$ cat config.mk
export PLATFORM = sky130hd
export DESIGN_NAME = key_debouncer
export DESIGN_NICKNAME = d
export VERILOG_FILES = /design/src/rtl/key_debouncer.sv
export SDC_FILE = /design/constraint.sdc
export NUM_CORES = 1
export LEC_CHECK = 0
export ABC_AREA = 1
export CAP_MARGIN = 20
export CORE_AREA = 2 2 135 137
export CTS_CLUSTER_DIAMETER = 30
export CTS_CLUSTER_SIZE = 28
export DETAILED_ROUTE_END_ITERATION = 8
export DIE_AREA = 0 0 137 139
export GPL_TIMING_DRIVEN = 0
export PLACE_DENSITY = 0.61
export SYNTH_ARGS = -nofsm -noshare
export SYNTH_HDL_FRONTEND = slang
export SYNTH_SLANG_ARGS = --single-unit
$ cat constraint.sdc
create_clock -name clk_i -period 3.9 [get_ports clk_i]
set_input_delay 0.39 -clock clk_i [delete_from_list [all_inputs] [get_ports clk_i]]
set_output_delay 0.39 -clock clk_i [all_outputs]
set_load 0.05 [all_outputs]
$ cat src/rtl/key_debouncer.sv
// key_debouncer: synchronizes, debounces and edge-detects the piano key inputs.
// Each key keeps its own tick counter. The tick is shared and comes from one prescaler.
// A key's debounced level changes only after its synchronized input has differed
// from that level for DEB_TICKS consecutive ticks without bouncing back.
module key_debouncer #(
    parameter int unsigned N_KEYS     = 12,
    parameter int unsigned TICK_DIV   = 50000,
    parameter int unsigned DEB_TICKS  = 8,
    parameter bit          ACTIVE_LOW = 1'b0
) (
    input  logic              clk_i,
    input  logic              rst_i,
    input  logic [N_KEYS-1:0] keys_raw_i,
    output logic [N_KEYS-1:0] keys_o,
    output logic [N_KEYS-1:0] press_o,
    output logic [N_KEYS-1:0] release_o,
    output logic              any_key_o,
    output logic [3:0]        last_key_o,
    output logic              last_valid_o
);

    localparam int unsigned PRE_W = (TICK_DIV > 1) ? $clog2(TICK_DIV) : 1;
    localparam int unsigned CNT_W = $clog2(DEB_TICKS + 1);
    localparam logic [PRE_W-1:0] PRE_MAX  = PRE_W'(TICK_DIV - 1);
    localparam logic [CNT_W-1:0] CNT_LAST = CNT_W'(DEB_TICKS - 1);

    logic [N_KEYS-1:0] raw_pol;
    logic [N_KEYS-1:0] sync1_q, sync2_q;
    logic [PRE_W-1:0]  pre_q, pre_d;
    logic              tick;
    logic [CNT_W-1:0]  cnt_q [N_KEYS];
    logic [CNT_W-1:0]  cnt_d [N_KEYS];
    logic [N_KEYS-1:0] keys_q, keys_d;
    logic [N_KEYS-1:0] press_q, press_d;
    logic [N_KEYS-1:0] release_q, release_d;
    logic              any_key_q, any_key_d;
    logic [3:0]        last_key_q, last_key_d;
    logic              last_valid_q, last_valid_d;
    logic              found;

    // Polarity fix-up happens before the synchronizer so all later logic sees 1 = pressed.
    assign raw_pol = ACTIVE_LOW ? ~keys_raw_i : keys_raw_i;

    // Shared debounce time base: tick fires once per TICK_DIV cycles.
    assign tick  = (pre_q == PRE_MAX);
    assign pre_d = tick ? '0 : pre_q + PRE_W'(1);

    // Per-key debounce counters, debounced levels, edge strobes and last-pressed tracking.
    always_comb begin
        keys_d       = keys_q;
        last_key_d   = last_key_q;
        last_valid_d = last_valid_q;
        found        = 1'b0;
        for (int i = 0; i < N_KEYS; i++) begin
            cnt_d[i] = cnt_q[i];
            if (sync2_q[i] == keys_q[i]) begin
                cnt_d[i] = '0;
            end else if (tick) begin
                if (cnt_q[i] == CNT_LAST) begin
                    keys_d[i] = sync2_q[i];
                    cnt_d[i]  = '0;
                end else begin
                    cnt_d[i] = cnt_q[i] + CNT_W'(1);
                end
            end
        end
        press_d   = keys_d & ~keys_q;
        release_d = keys_q & ~keys_d;
        any_key_d = |keys_d;
        // Lowest-numbered key wins when several are pressed together.
        for (int i = 0; i < N_KEYS; i++) begin
            if (press_d[i] && !found) begin
                last_key_d   = 4'(i);
                last_valid_d = 1'b1;
                found        = 1'b1;
            end
        end
    end

    // State registers; reset clears every flop immediately.
    always_ff @(posedge clk_i or posedge rst_i) begin
        if (rst_i) begin
            sync1_q      <= '0;
            sync2_q      <= '0;
            pre_q        <= '0;
            keys_q       <= '0;
            press_q      <= '0;
            release_q    <= '0;
            any_key_q    <= 1'b0;
            last_key_q   <= '0;
            last_valid_q <= 1'b0;
            for (int i = 0; i < N_KEYS; i++) begin
                cnt_q[i] <= '0;
            end
        end else begin
            sync1_q      <= raw_pol;
            sync2_q      <= sync1_q;
            pre_q        <= pre_d;
            keys_q       <= keys_d;
            press_q      <= press_d;
            release_q    <= release_d;
            any_key_q    <= any_key_d;
            last_key_q   <= last_key_d;
            last_valid_q <= last_valid_d;
            for (int i = 0; i < N_KEYS; i++) begin
                cnt_q[i] <= cnt_d[i];
            end
        end
    end

    assign keys_o       = keys_q;
    assign press_o      = press_q;
    assign release_o    = release_q;
    assign any_key_o    = any_key_q;
    assign last_key_o   = last_key_q;
    assign last_valid_o = last_valid_q;

endmodule

==> results of run 1 <==
[cells by family after synthesis]
| kind of cell | synth area share [%] |
|---|---|
| xor+xnor | 1.31 |
| simple gates | 24.6 |
| flops | 54.0 |
| fa+ha+maj | 2.70 |
| buf+inv | 8.93 |
| compound gates | 8.50 |
[layer usage]
| layer | global-route usage (%) | vias up | routed length (µm) |
|---|---|---|---|
| met1 | 20.7 | 2168 | 6350 |
| met4 | 5.32 | 0 | 155 |
| met5 | 0 | - | 0 |
| li1 | - | 2386 | - |
| met3 | 3.73 | 12 | 507 |
| met2 | 23.9 | 65 | 6370 |
[cell usage after synthesis (all sizes together), types with 4 or more instances]
master	count	share of area, %
buf	5	0.77
nand2	95	6.0
nor4	13	1.7
nor3	23	2.3
o21a	4	0.50
nand3	36	3.0
nor2	130	8.6
xor2	8	1.2
nor3b	4	0.50
o31ai	4	0.50
dfrtp	130	54
inv	127	7.9
nand4	17	2.0
o21ai	30	2.5
ha	13	2.7
a211oi	4	0.50
clkbuf	4	0.25
a21oi	21	1.8
[cell type report]
type | instances | area [µm²] | share of cell area [%]
Sequential cell | 130 | 3250 | 43.8
Multi-Input combinational cell | 426 | 2230 | 30.0
Timing Repair Buffer | 56 | 578 | 7.78
Inverter | 127 | 482 | 6.48
Clock buffer | 17 | 425 | 5.73
Tap cell | 229 | 287 | 3.86
Clock inverter | 15 | 110 | 1.48
Buffer | 9 | 61.3 | 0.825
[state kept, by name, summed over array words and instances, names as in the netlist]
signal        cells
sync2_q          12
press_o          12
keys_o           12
any_key_o         1
last_key_o        4
pre_q            16
cnt_q            48
last_valid_o      1
sync1_q          12
release_o        12
[through the flow]
stage	cells	hold WS, ps	TNS, ps
CTS	1009	349	0
global route	1009	352	0
floorplan	692	331	0
detailed placement	977	335	0
global placement	976	333	-251860
finish	1009	346	0
[critical path: cells and delay by family (launching register included)]
| kind | cells | cell delay (ps) |
|---|---|---|
| compound gates | 1 | 150 |
| fa+ha+maj | 1 | 210 |
| buf+inv | 2 | 340 |
| flops | 1 | 370 |
| simple gates | 7 | 1430 |
[worst max path at each step]
stage / to / slack, ps / depth (start not counted) / from
after floorplan: any_key_o / 40 / 1 / rst_i
after CTS: any_key_o / 1220 / 11 / pre_q[0]
after global placement: press_o[8] / -1940 / 2 / rst_i
after global routing: any_key_o / 1000 / 11 / pre_q[0]
final: any_key_o / 1220 / 11 / pre_q[0]
after detailed placement: any_key_o / 1250 / 11 / pre_q[0]
[power groups by stage]
stage | registers, mW | clock network [mW] | logic, mW
3_5_place_dp | 1.40 | 0 | 0.0804
3_3_place_gp | 1.40 | 0 | 0.0756
2_1_floorplan | 1.40 | 0 | 0.0491
4_1_cts | 1.38 | 1.46 | 0.0806
6_report | 1.38 | 1.42 | 0.0776
5_1_grt | 1.38 | 1.53 | 0.0915
==> key figures, run 1 <==
Clocking
  – Htree depth: 4
  – Root Buffer: clkbuf_16
  – Hold buffers post-CTS: 0
  – Clock buffer depth: 2
  – Clk slew on worst S/H paths: 60 ps
  – Clock sink count: 130
  – Post-CTS Setup Bufs: 0
  – TritonCTS clock tree: yes
  – CTS buffer count: 17
  – Clock latency on the worst-skew pair: 420 ps
  – CTS resizes: 0

Setup path
  – CP Capture Type: flip-flop
  – Worst path max stage delay: 370 ps
  – Worst r2r src: pre_q[0]
  – Reg-to-reg endpoint: any_key_o
  – Cell repeated most along the worst path: nand3_1
  – R2R setup slack: 1220 ps
  – Slowest CP cell: dfrtp_1
  – Critical path class: reg2reg
  – Critical path arrival: 2930 ps
  – CP required: 4140 ps
  – Setup crit start kind: flip-flop
  – Cells on worst reg2reg path: 11
  – Cell Chain, Critical Path: ha_1 -> nand3_1 -> nor2_1 -> nand2_2 -> buf_6 -> inv_2 -> nand3_1 -> nor2_1 -> a21oi_1 -> nor4_1 -> nand3_1
  – Worst-path fanout max: 10

Min path
  – Hold Crit Depth: 0
  – Min-delay src: sync1_q[0]
  – Worst min path class: reg2reg
  – Hold endpoint: sync2_q[0]

Floorplan
  – Row Count: 49
  – # IOs: 56
  – Die Width: 137 µm
  – Core area: 17700 µm²
  – Vert. Die Dim: roughly 140 µm
  – Die area: 19000 µm²
  – Starting density of the core: 34.1%

Power and ir drop
  – Combinational Power Share: about 2.7%
  – Reg power frac: 47.9%
  – Switching pwr: between 0.6 and 0.7 mW
  – Pint: around 2.2 mW
  – Switching Fraction: approximately a quarter
  – Clk network pwr share: approximately half
  – Power density over the cells: 387 nW/µm²
  – Tot Pwr: 2.87 mW
  – Leakage: 3.58 nW
  – Peak VDD IR: 308 µV

Global route
  – Remaining Overflow, GRT: 0
  – GR Util All Layers: 15.3%
  – Largest net degree at the start of global routing: 77
  – First-pass GRT wire length: 22.3 mm
  – Vias in the first global route: 4519
  – Initial antenna violation count: 0

Route
  – Antenna violation net count after detailed routing: 0
  – Iter 0 DRT Violations: 258
  – WL/cell: 13.3 µm
  – Routed vias/inst: 4.59
  – Vias: approximately 4600
  – # DRC: 0
  – First-pass iteration count of the detailed router: 4
  – Detailed-route wire length: 13.4 mm

Finish
  – Most common cell after layout, fill and taps aside: dfrtp_1
  – ANT cells: 0
  – Layout area overhead: 23.3%
  – Final Instance Area: 7430 µm²
  – Share of layout cells above drive strength 1: under 10%
  – Fin nets: around 790
  – Fill cells: 1729
  – Most frequent cells in the layout: dfrtp_1 (130), nor2_1 (121), inv_1 (120)
  – Final Util: 42.1%

Timing
  – Worst setup slack after layout: 1220 ps
  – Final count of hold timing violations: 0
  – RSZ-0062 raised after global routing: no
  – Setup-failing EPs final: 0
  – Slew headroom: 54.5%
  – Post-layout min period: 2680 ps
  – Worst Max-Slew Pin Slew: 683 ps
  – Max Fclk: 0.373 GHz
  – Clk_skew: between 6 and 7 ps
  – Slew Viols, Final: 0
  – Fin crit share: 68.8%

Place
  – Place WS: 1250 ps
  – # port buffers: 55
  – Routability cong.: 0.816
  – Placed inst area: between 6000 and 7000 µm²
  – Post-DP HPWL: 9.63 mm

Yosys
  – Number of synthesized flops with an enable pin: 0
  – Count of cell types in the netlist: 47
  – Cell Area, Synth: 6020 µm²
  – Top FF cell, synth: dfrtp_1
  – Post-Syn Area per Cell: between 8 and 9 µm²
  – Number of warnings issued by yosys: 0
  – #FFs+latches synth: 130
  – Post-synth ARST share: 100%
  – Post-synthesis sequential area ratio: 54.0%
  – Cells after synthesis: 692
  – Synthesized net count: 719

Outcome
  – Status: finished, final reports clean

Job
  – Max_cap viols: 0
No activity file was read; power rests on OpenSTA's default activity.
==> run 2, diff against run 1 <==
==> constraint.sdc (replaced) <==
create_clock -name clk_i -period 2.4 [get_ports clk_i]
set_input_delay 0.24 -clock clk_i [delete_from_list [all_inputs] [get_ports clk_i]]
set_output_delay 0.24 -clock clk_i [all_outputs]
set_load 0.05 [all_outputs]
==> key figures, run 2 (synthesis results as in run 1) <==
Floorplan
  – Core area: 17700 µm²
  – Die area: 19000 µm²
  – Starting density of the core: between 30% and 40%
  – Vert. Die Dim: 139 µm
  – # IOs: 56
  – Die Width: 137 µm
  – Row Count: 49

Place
  – # port buffers: 55
  – Post-DP HPWL: 9.99 mm
  – Place WS: -233 ps
  – Placed cells: around 980
  – Routability cong.: 0.819

Setup path
  – Critical Path Source: pre_q[0]
  – Setup crit start kind: flip-flop
  – CP required: approximately 2700 ps
  – R2R setup slack: 90 ps
  – Cells on worst reg2reg path: 11
  – Critical path arrival: 2580 ps
  – Reg-to-reg endpoint: any_key_o
  – Worst-path fanout max: 10
  – CP Capture Type: flip-flop
  – Worst r2r src: pre_q[0]
  – Critical path class: reg2reg

Global route
  – GR Util All Layers: 15.7%
  – Initial antenna violation count: 0
  – Largest net degree at the start of global routing: 39
  – Vias in the first global route: approximately 4600
  – Remaining Overflow, GRT: 0
  – First-pass GRT wire length: 22.8 mm

Timing
  – Setup TNS: 0 ps
  – Worst Max-Slew Pin Slew: 729 ps
  – RSZ-0062 raised after global routing: yes
  – Final count of hold timing violations: 0
  – Slew Viols, Final: 0
  – Slew headroom: 51.4%
  – Setup-failing EPs final: 0
  – Clk_skew: 9.68 ps
  – Post-layout min period: 2310 ps
  – Fin crit share: 96.3%
  – Max Fclk: approximately 0.43 GHz
  – Worst setup slack after layout: 88.4 ps

Route
  – WL/cell: 13.6 µm
  – Routed vias/inst: approximately 4.6
  – Vias: 4682
  – # DRC: 0
  – Detailed-route wire length: 13.8 mm
  – First-pass iteration count of the detailed router: 5
  – Antenna violation net count after detailed routing: 0
  – Iter 0 DRT Violations: 196

Clocking
  – Clock buffer depth: 2
  – CTS buffer count: 17
  – Root Buffer: clkbuf_16
  – Clk slew on worst S/H paths: 60 ps
  – TritonCTS clock tree: yes
  – Hold buffers post-CTS: 0
  – Htree depth: 4
  – Clock latency on the worst-skew pair: 420 ps
  – Clock sink count: 130

Job
  – Max_cap viols: 0

Finish
  – Layout area overhead: 27.2%
  – Non-Filler Instances: 1015
  – Top Registers: cnt_q x48, pre_q x16
  – ANT cells: 0
  – Final Util: 43.4%
  – Most common cell after layout, fill and taps aside: dfrtp_1
  – Share of layout cells above drive strength 1: 11.1%
  – Max reg flops: 48
  – Fin nets: 800
  – Reg with most FFs: cnt_q
  – Most frequent cells in the layout: dfrtp_1 (128), inv_1 (120), nor2_1 (118)

Min path
  – Worst min path class: in2async

Power and ir drop
  – Leakage: between 3 and 4 nW
  – Tot Pwr: 4.92 mW
  – Peak VDD IR: between 400 and 500 µV
  – Power density over the cells: 642 nW/µm²

Outcome
  – Status: finished, final reports clean
run 2: changes by cell type in the layout (fill, tap and decap cells not counted), sizes merged:
| cell | previous run | this run |
|---|---|---|
| buf | 6 | 12 |
| inv | 130 | 126 |
| clkbuf | 21 | 24 |
| bufinv | 0 | 2 |
| clkinv | 7 | 5 |
| clkinvlp | 5 | 6 |
run 2: routing by layer:
metal	routed length (µm)	up-vias	share of wire [%]	track usage, %
li1	-	2395	-	-
met1	6420	2206	47	20.7
met2	6640	58	48	24.8
met3	457	23	3.3	3.87
met4	293	0	2.1	6.35
met5	0	-	0	0
run 2: through the flow:
stage,cell area (µm²),hold WS (ps)
finish,7660,239
global route,7660,240
CTS,7560,238
detailed placement,6920,335
global placement,6860,333
floorplan,6030,271
run 2: cell type report:
type                            count  area (µm²)
Fill cell                        1710       10000
Clock buffer                       20         457
Sequential cell                   130        3260
Tap cell                          229         287
Timing Repair Buffer               62         641
Clock inverter                     12         134
Buffer                              9        65.1
Multi-Input combinational cell    426        2340
Inverter                          127         483
run 2: worst max-delay path by stage:
| stage | endpoint | slack [ps] | cells past startpoint |
|---|---|---|---|
| 5_1_grt | any_key_o | -50 | 11 |
| 3_5_place_dp | any_key_o | -230 | 11 |
| 2_1_floorplan | last_key_o[2] | 500 | 13 |
| 4_1_cts | any_key_o | 30 | 11 |
| 3_3_place_gp | release_o[8] | -710 | 2 |
| 6_report | any_key_o | 90 | 11 |
run 2: critical path: stages, from the launching register on:
cell and delay [ps]:
dfrtp_1 420, ha_4 190, nand3_4 110, nor2_4 130, nand2_4 90, buf_6 180, nor3_4 210, nand2_2 120
nor2_1 100, a21oi_1 80, nor4_2 360, nand3_2 150
run 2: what timing repair did:
action,CTS,global route
gates resized for setup,9,17
endpoints found under the setup margin,4,11
pin swaps,2,6
buffers inserted,2,2
run 2: power breakdown:
| part | internal, mW | leakage (nW) | switching (mW) | total [mW] |
|---|---|---|---|---|
| Clock | 1.58 | 0.274 | 0.967 | 2.55 |
| Sequential | 2.22 | 1.74 | 0.0188 | 2.24 |
| Combinational | 0.0459 | 1.65 | 0.0864 | 0.132 |
